--- config.mk ---
export PLATFORM = sky130hd
export DESIGN_NAME = alu_issue_flat
export DESIGN_NICKNAME = d
export VERILOG_FILES = /design/src/rtl/alu_issue_if.sv /design/src/rtl/alu_issue.sv /design/src/flat_wrapper.sv
export SDC_FILE = /design/constraint.sdc
export NUM_CORES = 1
export LEC_CHECK = 0
export ABC_AREA = 1
export BUFFER_PORTS_ARGS = -buffer_cell sky130_fd_sc_hd__buf_2
export CAP_MARGIN = 20
export CORE_ASPECT_RATIO = 1.5
export CORE_MARGIN = 3
export CORE_UTILIZATION = 46
export DETAILED_ROUTE_END_ITERATION = 10
export PLACE_DENSITY = 0.8
export SLEW_MARGIN = 40
export SYNTH_ARGS = -nofsm -noshare
export SYNTH_HDL_FRONTEND = slang
export SYNTH_SLANG_ARGS = --single-unit
--- constraint.sdc ---
create_clock -name clk -period 1.9 [get_ports clk]
set_input_delay 0.095 -clock clk [delete_from_list [all_inputs] [get_ports clk]]
set_output_delay 0.095 -clock clk [all_outputs]
set_load 0.005 [all_outputs]
--- src/rtl/alu_issue_if.sv ---
`default_nettype none
// ============================================================================
//  Module      : alu_issue_if
//  Description : Request, ALU-drive and response bundle for alu_issue.
//  Revision    : 1.0 - initial release
// ============================================================================
interface alu_issue_if #(
    parameter int N = 32
);
    logic         req_valid;
    logic         req_ready;
    logic [6:0]   opcode;
    logic [2:0]   funct3;
    logic         funct7b5;
    logic [N-1:0] rs1_val;
    logic [N-1:0] rs2_val;
    logic [N-1:0] imm;

    logic [N-1:0] alu_a;
    logic [N-1:0] alu_b;
    logic [3:0]   alu_sel;
    logic [N-1:0] alu_out;
    logic         alu_zero;

    logic         rsp_valid;
    logic         rsp_ready;
    logic [N-1:0] rsp_result;
    logic         rsp_zero;
    logic         rsp_taken;
    logic         rsp_illegal;

    // Issue block view: consumes requests and ALU results, drives the ALU and responses.
    modport slave (
        input  req_valid, opcode, funct3, funct7b5, rs1_val, rs2_val, imm,
        output req_ready,
        output alu_a, alu_b, alu_sel,
        input  alu_out, alu_zero,
        output rsp_valid, rsp_result, rsp_zero, rsp_taken, rsp_illegal,
        input  rsp_ready
    );

    // Surrounding datapath view: decode stage, ALU and response consumer.
    modport master (
        output req_valid, opcode, funct3, funct7b5, rs1_val, rs2_val, imm,
        input  req_ready,
        input  alu_a, alu_b, alu_sel,
        output alu_out, alu_zero,
        input  rsp_valid, rsp_result, rsp_zero, rsp_taken, rsp_illegal,
        output rsp_ready
    );
endinterface
`default_nettype wire

--- src/rtl/alu_issue.sv ---
`default_nettype none
// ============================================================================
//  Module      : alu_issue
//  Description : Decodes an RV32I slice, drives the ALU from registers and
//                returns the captured result over a valid/ready port.
//  Revision    : 1.0 - initial release
// ============================================================================
module alu_issue #(
    parameter int N = 32
) (
    input  logic        clk,
    input  logic        rst_n,
    alu_issue_if.slave  bus,
    output logic [7:0]  illegal_cnt
);
    localparam logic [6:0] c_OP_R      = 7'b0110011;
    localparam logic [6:0] c_OP_I      = 7'b0010011;
    localparam logic [6:0] c_OP_LOAD   = 7'b0000011;
    localparam logic [6:0] c_OP_STORE  = 7'b0100011;
    localparam logic [6:0] c_OP_BRANCH = 7'b1100011;

    localparam logic [3:0] c_SEL_AND = 4'd0;
    localparam logic [3:0] c_SEL_OR  = 4'd1;
    localparam logic [3:0] c_SEL_ADD = 4'd2;
    localparam logic [3:0] c_SEL_SUB = 4'd6;
    localparam logic [3:0] c_SEL_ILL = 4'd15;

    typedef enum logic [1:0] {
        S_IDLE = 2'd0,
        S_EXEC = 2'd1,
        S_RESP = 2'd2
    } state_t;

    state_t       r_state;
    state_t       w_state_nxt;
    logic         w_accept;
    logic         w_capture;

    logic [3:0]   w_sel;
    logic [N-1:0] w_a;
    logic [N-1:0] w_b;
    logic         w_illegal;
    logic         w_use_imm;
    logic         w_beq;
    logic         w_bne;

    logic [N-1:0] r_alu_a;
    logic [N-1:0] r_alu_b;
    logic [3:0]   r_alu_sel;
    logic         r_beq;
    logic         r_bne;
    logic         r_illegal;
    logic [N-1:0] r_rsp_result;
    logic         r_rsp_zero;
    logic         r_rsp_taken;
    logic         r_rsp_illegal;
    logic [7:0]   r_illegal_cnt;

    // Decode: anything not explicitly recognised stays illegal with zeroed operands.
    always_comb begin
        w_sel     = c_SEL_ILL;
        w_illegal = 1'b1;
        w_use_imm = 1'b0;
        w_beq     = 1'b0;
        w_bne     = 1'b0;
        w_a       = '0;
        w_b       = '0;
        case (bus.opcode)
            c_OP_R: begin
                w_illegal = 1'b0;
                case (bus.funct3)
                    3'b000:  w_sel = bus.funct7b5 ? c_SEL_SUB : c_SEL_ADD;
                    3'b111:  w_sel = c_SEL_AND;
                    3'b110:  w_sel = c_SEL_OR;
                    default: begin
                        w_sel     = c_SEL_ILL;
                        w_illegal = 1'b1;
                    end
                endcase
            end
            c_OP_I: begin
                w_illegal = 1'b0;
                w_use_imm = 1'b1;
                case (bus.funct3)
                    3'b000:  w_sel = c_SEL_ADD;
                    3'b111:  w_sel = c_SEL_AND;
                    3'b110:  w_sel = c_SEL_OR;
                    default: begin
                        w_sel     = c_SEL_ILL;
                        w_illegal = 1'b1;
                    end
                endcase
            end
            c_OP_LOAD, c_OP_STORE: begin
                w_illegal = 1'b0;
                w_use_imm = 1'b1;
                w_sel     = c_SEL_ADD;
            end
            c_OP_BRANCH: begin
                if (bus.funct3 == 3'b000 || bus.funct3 == 3'b001) begin
                    w_illegal = 1'b0;
                    w_sel     = c_SEL_SUB;
                    w_beq     = (bus.funct3 == 3'b000);
                    w_bne     = (bus.funct3 == 3'b001);
                end
            end
            default: ;
        endcase
        if (!w_illegal) begin
            w_a = bus.rs1_val;
            w_b = w_use_imm ? bus.imm : bus.rs2_val;
        end
    end

    always_ff @(posedge clk or negedge rst_n) begin
        if (!rst_n) begin
            r_state <= S_IDLE;
        end else begin
            r_state <= w_state_nxt;
        end
    end

    always_comb begin
        w_state_nxt = r_state;
        w_accept    = 1'b0;
        w_capture   = 1'b0;
        case (r_state)
            S_IDLE: begin
                if (bus.req_valid) begin
                    w_accept    = 1'b1;
                    w_state_nxt = S_EXEC;
                end
            end
            S_EXEC: begin
                w_capture   = 1'b1;
                w_state_nxt = S_RESP;
            end
            S_RESP: begin
                if (bus.rsp_ready) begin
                    w_state_nxt = S_IDLE;
                end
            end
            default: w_state_nxt = S_IDLE;
        endcase
    end

    always_ff @(posedge clk or negedge rst_n) begin
        if (!rst_n) begin
            r_alu_a       <= '0;
            r_alu_b       <= '0;
            r_alu_sel     <= 4'd0;
            r_beq         <= 1'b0;
            r_bne         <= 1'b0;
            r_illegal     <= 1'b0;
            r_rsp_result  <= '0;
            r_rsp_zero    <= 1'b0;
            r_rsp_taken   <= 1'b0;
            r_rsp_illegal <= 1'b0;
            r_illegal_cnt <= 8'd0;
        end else begin
            if (w_accept) begin
                r_alu_a   <= w_a;
                r_alu_b   <= w_b;
                r_alu_sel <= w_sel;
                r_beq     <= w_beq;
                r_bne     <= w_bne;
                r_illegal <= w_illegal;
                if (w_illegal && r_illegal_cnt != 8'hFF) begin
                    r_illegal_cnt <= r_illegal_cnt + 8'd1;
                end
            end
            if (w_capture) begin
                r_rsp_result  <= bus.alu_out;
                r_rsp_zero    <= bus.alu_zero;
                r_rsp_taken   <= (r_beq & bus.alu_zero) | (r_bne & ~bus.alu_zero);
                r_rsp_illegal <= r_illegal;
            end
        end
    end

    assign bus.req_ready   = (r_state == S_IDLE);
    assign bus.rsp_valid   = (r_state == S_RESP);
    assign bus.alu_a       = r_alu_a;
    assign bus.alu_b       = r_alu_b;
    assign bus.alu_sel     = r_alu_sel;
    assign bus.rsp_result  = r_rsp_result;
    assign bus.rsp_zero    = r_rsp_zero;
    assign bus.rsp_taken   = r_rsp_taken;
    assign bus.rsp_illegal = r_rsp_illegal;
    assign illegal_cnt     = r_illegal_cnt;

endmodule
`default_nettype wire

--- src/flat_wrapper.sv ---
// flat-port wrapper written by rule: the top's interface ports become plain ports
module alu_issue_flat 
#(
    parameter int N = 32
)
  (clk, rst_n, illegal_cnt, bus_req_valid, bus_opcode, bus_funct3, bus_funct7b5, bus_rs1_val, bus_rs2_val, bus_imm, bus_req_ready, bus_alu_a, bus_alu_b, bus_alu_sel, bus_alu_out, bus_alu_zero, bus_rsp_valid, bus_rsp_result, bus_rsp_zero, bus_rsp_taken, bus_rsp_illegal, bus_rsp_ready);
  alu_issue_if #(.N(N)) bus_i ();
  input  logic clk;
  input  logic rst_n;
  output logic [7:0] illegal_cnt;
  input wire logic [$bits(bus_i.req_valid)-1:0] bus_req_valid;
  input wire logic [$bits(bus_i.opcode)-1:0] bus_opcode;
  input wire logic [$bits(bus_i.funct3)-1:0] bus_funct3;
  input wire logic [$bits(bus_i.funct7b5)-1:0] bus_funct7b5;
  input wire logic [$bits(bus_i.rs1_val)-1:0] bus_rs1_val;
  input wire logic [$bits(bus_i.rs2_val)-1:0] bus_rs2_val;
  input wire logic [$bits(bus_i.imm)-1:0] bus_imm;
  output wire logic [$bits(bus_i.req_ready)-1:0] bus_req_ready;
  output wire logic [$bits(bus_i.alu_a)-1:0] bus_alu_a;
  output wire logic [$bits(bus_i.alu_b)-1:0] bus_alu_b;
  output wire logic [$bits(bus_i.alu_sel)-1:0] bus_alu_sel;
  input wire logic [$bits(bus_i.alu_out)-1:0] bus_alu_out;
  input wire logic [$bits(bus_i.alu_zero)-1:0] bus_alu_zero;
  output wire logic [$bits(bus_i.rsp_valid)-1:0] bus_rsp_valid;
  output wire logic [$bits(bus_i.rsp_result)-1:0] bus_rsp_result;
  output wire logic [$bits(bus_i.rsp_zero)-1:0] bus_rsp_zero;
  output wire logic [$bits(bus_i.rsp_taken)-1:0] bus_rsp_taken;
  output wire logic [$bits(bus_i.rsp_illegal)-1:0] bus_rsp_illegal;
  input wire logic [$bits(bus_i.rsp_ready)-1:0] bus_rsp_ready;
  assign bus_i.req_valid = bus_req_valid;
  assign bus_i.opcode = bus_opcode;
  assign bus_i.funct3 = bus_funct3;
  assign bus_i.funct7b5 = bus_funct7b5;
  assign bus_i.rs1_val = bus_rs1_val;
  assign bus_i.rs2_val = bus_rs2_val;
  assign bus_i.imm = bus_imm;
  assign bus_req_ready = bus_i.req_ready;
  assign bus_alu_a = bus_i.alu_a;
  assign bus_alu_b = bus_i.alu_b;
  assign bus_alu_sel = bus_i.alu_sel;
  assign bus_i.alu_out = bus_alu_out;
  assign bus_i.alu_zero = bus_alu_zero;
  assign bus_rsp_valid = bus_i.rsp_valid;
  assign bus_rsp_result = bus_i.rsp_result;
  assign bus_rsp_zero = bus_i.rsp_zero;
  assign bus_rsp_taken = bus_i.rsp_taken;
  assign bus_rsp_illegal = bus_i.rsp_illegal;
  assign bus_i.rsp_ready = bus_rsp_ready;
  alu_issue #(.N(N)) u_core (.clk(clk), .rst_n(rst_n), .bus(bus_i), .illegal_cnt(illegal_cnt));
endmodule
==> qor.yml <==
sta:
  worst_slew_pin_slew_ns: 0.572
  drv_slew: 0
  maxSlewHeadroom_pct: 61.9
  finalSetupTns_ns: 0
  max_clock_freq_ghz: 0.612
  worst_slack_ns: 0.265
  finalHoldViolations: 0
  rsz0062_at_grt: "false"
  period_needed_ns: 1.64
  period_share_pct: 86.1
  fin_worst_skew_ns: 0.00819
  finalSetupViolCount: 0
placement:
  dpl-instance-area_mm2: 0.00676
  numPortBuffers: 256
  hpwl_um: 10300
  dp_slack_ns: 0.308
  place_congestion: 0.813
  dp_cells: 1040
yosys:
  synthAdderAreaFrac_pct: 0.235
  async_reset_ff_share_pct: 100
  yosysSeqAreaShare_pct: 54.5
  yosysWarnings: 0
  synth_xor_area_share_pct: 0.658
  synth_cell_types: 33
  synth-edff-count: 0
  synth.net_count: 799
  synth_top_area_share_pct: 54.5
  synth-simple-area-share_pct: 37.8
  syn_inst: 654
  synth_seq_cells: 116
  synth_mux_area_share_pct: 0
  synth_top_family_by_area: "simple AND/OR/NAND/NOR gates"
  synth_top_area_cell: "dfrtp_1"
  synth_compound_area_share_pct: 1.32
  synth_area_leaders: "dfrtp_1, nand2_1, nand2_2"
  synth_area_mm2: 0.00532
  synthFlopType: "dfrtp_1"
  syn_avg_cell_area_um2: 8.14
clocking:
  htreeDepth: 4
  cts_tree: "yes"
  cts.sinks: 116
  numCtsBuffers: 17
  clk_path_buf_depth: 2
  root_buffer: "clkbuf_16"
  clk_latency_ns: 0.41
  cts.clk_slew.worst_paths_ns: 0.06
route:
  drtIter0Drc: 188
  routedWlPerCell_um: 15.1
  first_pass_iters: 7
  via_count: 5737
  drt_wl_total_um: 17700
  route.detailed.vias_per_inst: 4.89
  drc: 0
  ant_nets: 0
global_routing:
  grt_use_total_pct: 27.5
  grt_pass1_wl_um: 27600
  grt_overflow: 0
  antenna_found_initial: 0
  grt_max_degree: 44
  grt_pass1_vias: 5705
critical_path:
  cp-end-kind: "flip-flop"
  crit_type: "flip-flop to flip-flop"
  start_kind: "flip-flop"
  arrival_ns: 1.98
  slowest_stage: "dfrtp_1"
  required_ns: 2.24
  cp_max_fo: 8
  slowest_delay_ns: 0.40
  critical_path.cell_chain: "ha_1 > nand3_1 > nor2_1 > nand3_1 > nand3_4 > nand2_1 > nand2_1"
  reg2reg_slack_ns: 0.26
die:
  ios: 257
  rows: 47
  fp.coreArea_mm2: 0.0112
  dieArea_mm2: 0.0129
  start_util_pct: 47.6
  die_h_um: 138
  dieWidth_um: 93.8
cells_and_area:
  seqCellArea_mm2: 0.00290
  n_fill_cell: 744
  syn2layout_area_growth_pct: 57.7
  diodes: 0
  fin_util_pct: 75.1
  final_area_mm2: 0.00839
  final_cell_mix: "nand2_1, buf_2, dfrtp_1, dlygate4sd3_1, nor2_1"
  final_common_cell: "nand2_1"
  stdcell_count: 1173
  drive_gt1_share_pct: 34.9
  fin_nets: 1158
  multiInputGateArea_mm2: 0.00213
min_path:
  hp-class: "input port to flip-flop"
run:
  drv_cap: 0
power:
  ir_drop_v: 0.000801
  power_density_mw_per_mm2: 1070
  leakagePower_nw: 4.88
outcome:
  status: "finished, final reports clean"
[routing by layer]
metal / up-vias / wire (um) / GRT usage [%]
met4: 0 / 411 / 11.2
met3: 35 / 1560 / 8.58
li1: 2724 / - / -
met5: - / 0 / 0
met2: 284 / 9470 / 48.9
met1: 2694 / 6220 / 30.0
[sequential cells by signal, indices dropped and copies added (netlist names), 2 cells and up]
signal and flops:
u_core.bus.alu_a 32, u_core.bus.alu_b 32, u_core.bus.rsp_result 32, u_core.illegal_cnt 8
u_core.bus.alu_sel 4, u_core.r_state 2
[Yosys cell counts, types with 2 or more instances]
library cell,instances
xnor2_1,2
dfrtp_1,116
xor2_1,2
nand2_2,23
a31oi_1,3
inv_1,15
clkinv_1,2
clkbuf_1,13
buf_1,2
nand4_1,7
nand2_1,362
buf_8,2
nor2_4,3
buf_4,3
o21ai_0,6
a21oi_1,3
nand3_1,16
buf_2,5
buf_12,2
nand3_2,13
or2_2,8
buf_6,2
inv_2,4
nor2_1,29
nor2_2,3
[stage by stage]
stage | power [mW] | hold WS, ns
detailed placement | 5.43 | 0.126
CTS | 8.95 | 0.000817
floorplan | 4.41 | -0.201
finish | 9.01 | 0.0154
global route | 9.51 | 0.0195
global placement | 5.37 | 0.127
[critical path: cells and delay by family (launching register included)]
family | cells | cell delay (ns)
adders and majority gates | 1 | 0.20
DFF | 1 | 0.40
and+or+nand+nor | 6 | 0.97
[path summary, 6_finish.rpt]
kind | endpoint | cells past startpoint | startpoint
worst max-delay path | u_core.illegal_cnt[3] | 7 | u_core.illegal_cnt[0]
worst min-delay path | u_core.bus.alu_b[10] | 5 | bus_imm[10]
worst max register to register | u_core.illegal_cnt[3] | 7 | u_core.illegal_cnt[0]
worst min register to register | u_core.bus.alu_b[5] | 2 | u_core.bus.alu_b[5]
max in group asynchronous | u_core.bus.alu_b[3] | 3 | rst_n
min in group asynchronous | u_core.bus.rsp_result[5] | 2 | rst_n
[final cells by class]
class	instances	area share (%)
multi-input combinational	486	25.4
tap	147	2.19
timing repair buffer	370	29.4
clock buffer	17	5.07
clock inverter	15	2.30
inverter	22	1.07
sequential	116	34.6
[report_power, final]
group / switching [mW] / internal, mW
clock network: 1.21 / 2.10
registers: 0.320 / 2.97
logic: 1.38 / 1.03
[cell families (layout without fill, tap and decap cells)]
logic type,after synthesis,in the layout
simple gates,468,468
flops,116,116
buf+inv,52,424
compound gates,13,13
xor+xnor,4,4
fa+ha+maj,1,1
[timing repair]
action	4_1_cts	5_1_grt
buffers inserted	0	0
hold buffers	101	0
hold endpoints to repair	128	0
gates resized for setup	0	0
Power figures use the tool's default switching activity.
